File: config.mk
export PLATFORM = sky130hd
export DESIGN_NAME = reg_hazard_scoreboard
export DESIGN_NICKNAME = d
export VERILOG_FILES = /design/src/rtl/reg_hazard_scoreboard.sv
export SDC_FILE = /design/constraint.sdc
export NUM_CORES = 1
export LEC_CHECK = 0
export ABC_CLOCK_PERIOD_IN_PS = 4000
export CAP_MARGIN = 10
export CORE_UTILIZATION = 55
export CTS_CLUSTER_SIZE = 28
export DETAILED_ROUTE_END_ITERATION = 16
export PLACE_DENSITY = 0.84
export SLEW_MARGIN = 20
export SYNTH_ARGS = -nofsm -noshare
export SYNTH_HDL_FRONTEND = slang
export SYNTH_SLANG_ARGS = --single-unit
export TNS_END_PERCENT = 10
File: constraint.sdc
create_clock -name clock -period 4 [get_ports clock]
set_input_delay 0.8 -clock clock [delete_from_list [all_inputs] [get_ports clock]]
set_output_delay 0.8 -clock clock [all_outputs]
set_load 0.03 [all_outputs]
File: src/rtl/reg_hazard_scoreboard.sv
// reg_hazard_scoreboard
//   Tracks in-flight destination registers between decode and writeback for an
//   RV32E core. Decode presents rs1/rs2/rd of the instruction it wants to issue.
//   issue_ready is withheld on a read-after-write hazard or when the per-register
//   or total tracking capacity is exhausted. Writeback retires destinations.
//
// Ports
//   clock, nreset         : rising-edge clock, asynchronous active-low reset
//   issue_valid           : decode has an instruction to issue
//   issue_ready           : issue permitted this cycle (independent of issue_valid)
//   issue_rs1/_used       : source register 1 index and use flag
//   issue_rs2/_used       : source register 2 index and use flag
//   issue_rd/_used        : destination register index and use flag
//   retire_valid/_rd      : writeback completed a write to retire_rd
//   flush                 : synchronous flush, discards all tracking
//   busy_mask             : bit i set when register i has an outstanding write
//   inflight_count        : total outstanding tracked writes
//   retire_error          : sticky, retire seen for a register with nothing pending
module reg_hazard_scoreboard #(
  parameter int unsigned NUM_REGS     = 16,
  parameter int unsigned MAX_PENDING  = 3,
  parameter int unsigned MAX_INFLIGHT = 4,
  parameter int unsigned CNT_W        = 2,
  parameter int unsigned TOT_W        = 3,
  localparam int unsigned IDX_W       = $clog2(NUM_REGS)
) (
  input  logic                clock,
  input  logic                nreset,
  input  logic                issue_valid,
  output logic                issue_ready,
  input  logic [IDX_W-1:0]    issue_rs1,
  input  logic                issue_rs1_used,
  input  logic [IDX_W-1:0]    issue_rs2,
  input  logic                issue_rs2_used,
  input  logic [IDX_W-1:0]    issue_rd,
  input  logic                issue_rd_used,
  input  logic                retire_valid,
  input  logic [IDX_W-1:0]    retire_rd,
  input  logic                flush,
  output logic [NUM_REGS-1:0] busy_mask,
  output logic [TOT_W-1:0]    inflight_count,
  output logic                retire_error
);

  logic [CNT_W-1:0] r_cnt [NUM_REGS];
  logic [CNT_W-1:0] w_cnt_next [NUM_REGS];
  logic [TOT_W-1:0] r_total;
  logic [TOT_W-1:0] w_total_next;
  logic             r_retire_error;
  logic             w_retire_error_next;

  logic w_rs1_hazard;
  logic w_rs2_hazard;
  logic w_rd_tracked;
  logic w_rd_full;
  logic w_total_full;
  logic w_fire;
  logic w_inc_en;
  logic w_ret_tracked;
  logic w_dec_en;
  logic w_ret_bad;

  // Issue decision: combinational from registered counters, x0 never tracked.
  always_comb begin
    w_rs1_hazard = issue_rs1_used && (issue_rs1 != '0) && (r_cnt[issue_rs1] != '0);
    w_rs2_hazard = issue_rs2_used && (issue_rs2 != '0) && (r_cnt[issue_rs2] != '0);
    w_rd_tracked = issue_rd_used && (issue_rd != '0);
    w_rd_full    = w_rd_tracked && (r_cnt[issue_rd] == CNT_W'(MAX_PENDING));
    w_total_full = w_rd_tracked && (r_total == TOT_W'(MAX_INFLIGHT));
    issue_ready  = !(flush || w_rs1_hazard || w_rs2_hazard || w_rd_full || w_total_full);
  end

  always_comb begin
    w_fire        = issue_valid && issue_ready;
    w_inc_en      = w_fire && w_rd_tracked;
    w_ret_tracked = retire_valid && (retire_rd != '0) && !flush;
    // Retires of an idle register never decrement, so counters cannot underflow.
    w_dec_en      = w_ret_tracked && (r_cnt[retire_rd] != '0);
    w_ret_bad     = w_ret_tracked && (r_cnt[retire_rd] == '0);
  end

  // Next-state: same-register fire+retire cancels out.
  always_comb begin
    for (int i = 0; i < NUM_REGS; i++) begin
      logic inc_i;
      logic dec_i;
      inc_i = w_inc_en && (issue_rd == IDX_W'(i));
      dec_i = w_dec_en && (retire_rd == IDX_W'(i));
      w_cnt_next[i] = r_cnt[i];
      if (flush) begin
        w_cnt_next[i] = '0;
      end else if (inc_i && !dec_i) begin
        w_cnt_next[i] = r_cnt[i] + CNT_W'(1);
      end else if (dec_i && !inc_i) begin
        w_cnt_next[i] = r_cnt[i] - CNT_W'(1);
      end
    end

    w_total_next = r_total;
    if (flush) begin
      w_total_next = '0;
    end else if (w_inc_en && !w_dec_en) begin
      w_total_next = r_total + TOT_W'(1);
    end else if (w_dec_en && !w_inc_en) begin
      w_total_next = r_total - TOT_W'(1);
    end

    // Flush leaves the sticky error alone; w_ret_bad is already masked by flush.
    w_retire_error_next = r_retire_error || w_ret_bad;
  end

  always_ff @(posedge clock or negedge nreset) begin
    if (!nreset) begin
      for (int i = 0; i < NUM_REGS; i++) begin
        r_cnt[i] <= '0;
      end
      r_total        <= '0;
      r_retire_error <= 1'b0;
    end else begin
      for (int i = 0; i < NUM_REGS; i++) begin
        r_cnt[i] <= w_cnt_next[i];
      end
      r_total        <= w_total_next;
      r_retire_error <= w_retire_error_next;
    end
  end

  always_comb begin
    for (int i = 0; i < NUM_REGS; i++) begin
      busy_mask[i] = (i != 0) && (r_cnt[i] != '0);
    end
    inflight_count = r_total;
    retire_error   = r_retire_error;
  end

endmodule

==> impl_metrics.env <==
export IMPL_post_route_util_pct=71.3
export IMPL_slowest_delay_ns=0.55
export IMPL_p_leak_nw=1.49
export IMPL_drt_iter0_drc=417
export IMPL_globalplace_congestion=0.949
export IMPL_post_route_min_period_ns=3.73
export IMPL_dpl_hpwl_mm=6.88
export IMPL_synth_nets=389
export IMPL_vias=3224
export IMPL_slew_headroom_pct=44.0
export IMPL_synthDistinctLibCells=63
export IMPL_crit_required_ns=4.24
export IMPL_core_area_mm2=0.00520
export IMPL_hold_violations=0
export IMPL_yosysWarnings=0
export IMPL_cts_htree_levels=2
export IMPL_drc=0
export IMPL_areaGrowthSynthToFinish_pct=22.3
export IMPL_crit_slowest_cell="mux4_2"
export IMPL_grt_use_total_pct=33.5
export IMPL_syn_area_per_cell_um2=8.33
export IMPL_clk_latency_ns=0.30
export IMPL_io_buffer_count=43
export IMPL_p_total_mw=0.889
export IMPL_clock_fmax_ghz=0.268
export IMPL_ir_drop_uv=158
export IMPL_outcome="finished clean"
export IMPL_period_share_pct=93.2
export IMPL_die_area_mm2=0.00582
export IMPL_worstPathMaxFanout=8
export IMPL_wl_mm=9.18
export IMPL_final_nets=434
export IMPL_synth_area_mm2=0.00303
export IMPL_n_fill_cell=396
export IMPL_crit_buf_inv=2
export IMPL_worst_pin_slew_ns=0.840
export IMPL_ys_ff_latch=36
export IMPL_io_pins=45
export IMPL_critPathKind="primary input to flip-flop"
export IMPL_first_pass_iters=5
export IMPL_grt_pass1_wl_mm=15.3
export IMPL_post_cts_buffers=0
export IMPL_crit_family="multiplexers"
export IMPL_clkTransAtPathRegs_ns=0.08
export IMPL_rsz0062_at_grt="false"
export IMPL_power_density_mw_per_mm2=240
export IMPL_synth_edf_count=0
export IMPL_grt_max_degree=45
export IMPL_cts_root_buf="clkbuf_8"
export IMPL_grt_pass1_vias=3048
export IMPL_drtAntennaViolNets=0
export IMPL_maxCapViolations=0
export IMPL_fin_worst_skew_ns=0.00560
export IMPL_drive_above_1_share_pct=12.7
export IMPL_num_antenna_cells=0
export IMPL_ys_seq_area_share_pct=29.7
export IMPL_die_x_um=76.3
export IMPL_cts_sinks=36
export IMPL_viasPerCell=6.72
export IMPL_cts_tree="built"
export IMPL_cp_cell_sequence="clkdlybuf4s50_1 > buf_4 > mux4_2 > mux4_2 > nand2b_1 > and4_1 > fa_1 > or4_1 > a21oi_1 > a311o_1"
export IMPL_die_y_um=76.3
export IMPL_synthArstFlopShare_pct=100
export IMPL_finalMaxSlewViolations=0
export IMPL_end_kind="flip-flop"
export IMPL_numCtsBuffers=5
export IMPL_rows=26
export IMPL_grt_overflow=0
export IMPL_setup_violations_final=0
export IMPL_antenna_found_initial=0
export IMPL_clock_path_buffers=2
export IMPL_start_util_pct=58.3
export IMPL_syn_inst=364
export IMPL_wl_per_cell_um=19.1
export IMPL_hp_class="flip-flop to flip-flop"
export IMPL_cp_arrival_ns=3.97
export IMPL_cp_common_cell="mux4_2"
export IMPL_startpoint_type="primary input"
export IMPL_synthFlopType="dfrtp_1"
## kinds of logic after synthesis
group,Yosys count,synth area share [%]
simple gates,169,32.0
other cells,1,0.124
xor+xnor,13,3.75
mux,11,7.80
compound gates,85,19.1
flops,36,29.7
fa+ha+maj,1,0.660
buf+inv,48,6.93
## cells in the final DEF, fill, tap and decap left out, types with 4 or more instances in the layout
master	count
nor2b_1	12
nor4_1	8
nor3_1	23
dfrtp_1	36
buf_4	21
nand2b_1	9
and4_1	6
clkbuf_8	7
or4_1	4
mux4_2	10
clkdlybuf4s50_1	40
nor3b_1	4
nor2_1	34
inv_1	22
xnor2_1	5
o31a_1	5
or3_1	5
and2_1	4
xor2_1	8
nand3_1	6
nand3b_1	6
o21ai_0	16
nand2_1	28
o2111ai_1	7
a21oi_1	18
a31oi_1	9
## area by class of cell
| type | instances | area (um2) | area share [%] |
|---|---|---|---|
| well taps | 70 | 87.6 | 2.36 |
| inverters | 22 | 82.6 | 2.23 |
| multi-input cells | 280 | 1930 | 52.0 |
| repair buffers | 64 | 584 | 15.8 |
| clock buffers | 7 | 96.3 | 2.60 |
| flip-flops and latches | 36 | 901 | 24.3 |
| clock inverters | 1 | 30.0 | 0.809 |
## where the power goes
part | internal, mW | switching [mW] | leakage, nW
combinational | 0.0642 | 0.0916 | 0.925
sequential | 0.366 | 0.00237 | 0.497
clock | 0.220 | 0.145 | 0.0645
total | 0.650 | 0.239 | 1.49
## cell usage after synthesis, types with 2 or more instances
cell type	count	area (um2)
o21ai_1	2	10.0
nand4b_1	3	26.3
buf_4	3	22.5
nand3_1	6	30.0
o31ai_1	2	15.0
or3_1	5	31.3
o31a_1	5	43.8
a31oi_1	9	56.3
nor3b_1	4	30.0
o21a_1	2	15.0
o2111ai_1	7	61.3
clkbuf_1	11	41.3
o32ai_1	2	17.5
nor2b_1	12	75.1
nand4_1	3	18.8
xnor2_1	5	43.8
o211ai_1	2	15.0
a32oi_1	3	26.3
and2_1	4	25.0
a21oi_1	18	90.1
and4_1	6	52.6
xor2_1	8	70.1
dfrtp_1	36	901
nor2_1	34	128
nand2_1	28	105
a211o_1	3	26.3
nand3b_1	6	45.0
or4_1	4	30.0
nor3b_2	2	25.0
a311o_1	2	20.0
nor3_1	23	115
nor3_2	2	20.0
nor4_1	8	50.1
buf_1	2	7.51
mux4_2	10	225
o21ai_0	16	80.1
buf_2	9	45.0
inv_1	22	82.6
a211oi_1	3	22.5
nand2b_1	9	56.3
## through the flow
stage          hold slack, ns  area (um2)  setup TNS [ns]  setup slack (ns)  cells
3_5_place_dp            0.449        3580          -0.168           -0.0843    472
6_report                0.462        3710               0             0.270    480
5_1_grt                 0.495        3710               0             0.121    480
2_1_floorplan           0.487        3030               0             0.447    364
4_1_cts                 0.467        3710               0            0.0607    480
3_3_place_gp            0.441        3580               0            0.0526    472
## flip-flops by register name, indices dropped and copies added (netlist names)
name	cells
retire_error	1
inflight_count	3
r_cnt	32
## layer usage
| metal | part of all wire (%) | wire [um] | global-route usage, % | vias to the layer above |
|---|---|---|---|---|
| met5 | 0 | 0 | 0 | - |
| met4 | 3.7 | 336 | 13.8 | 0 |
| met3 | 8.5 | 777 | 5.87 | 30 |
| met2 | 47 | 4280 | 53.2 | 197 |
| met1 | 41 | 3790 | 45.1 | 1556 |
| li1 | - | - | - | 1441 |
## path summary, 6_finish.rpt
| kind | start | end | slack [ns] | cells past startpoint |
|---|---|---|---|---|
| hold reg to reg | retire_error$_DFF_PN0_ | retire_error$_DFF_PN0_ | 0.46 | 1 |
| setup / recovery | retire_rd[1] | inflight_count[2]$_DFFE_PN0P_ | 0.27 | 10 |
| setup reg to reg | r_cnt[14]$_DFFE_PN0P_ | inflight_count[2]$_DFFE_PN0P_ | 0.84 | 9 |
| hold / removal | retire_error$_DFF_PN0_ | retire_error$_DFF_PN0_ | 0.46 | 1 |
| max in group asynchronous | nreset | r_cnt[11]$_DFFE_PN0P_ | 2.87 | 1 |
| min in group asynchronous | nreset | r_cnt[17]$_DFFE_PN0P_ | 0.61 | 1 |
## timing repair
item                                    4_1_cts  5_1_grt
hold buffers                                  0        0
gates resized for setup                       3        1
endpoints found under the setup margin        1        1
pin swaps                                     0        0
Power figures use the tool's default switching activity.
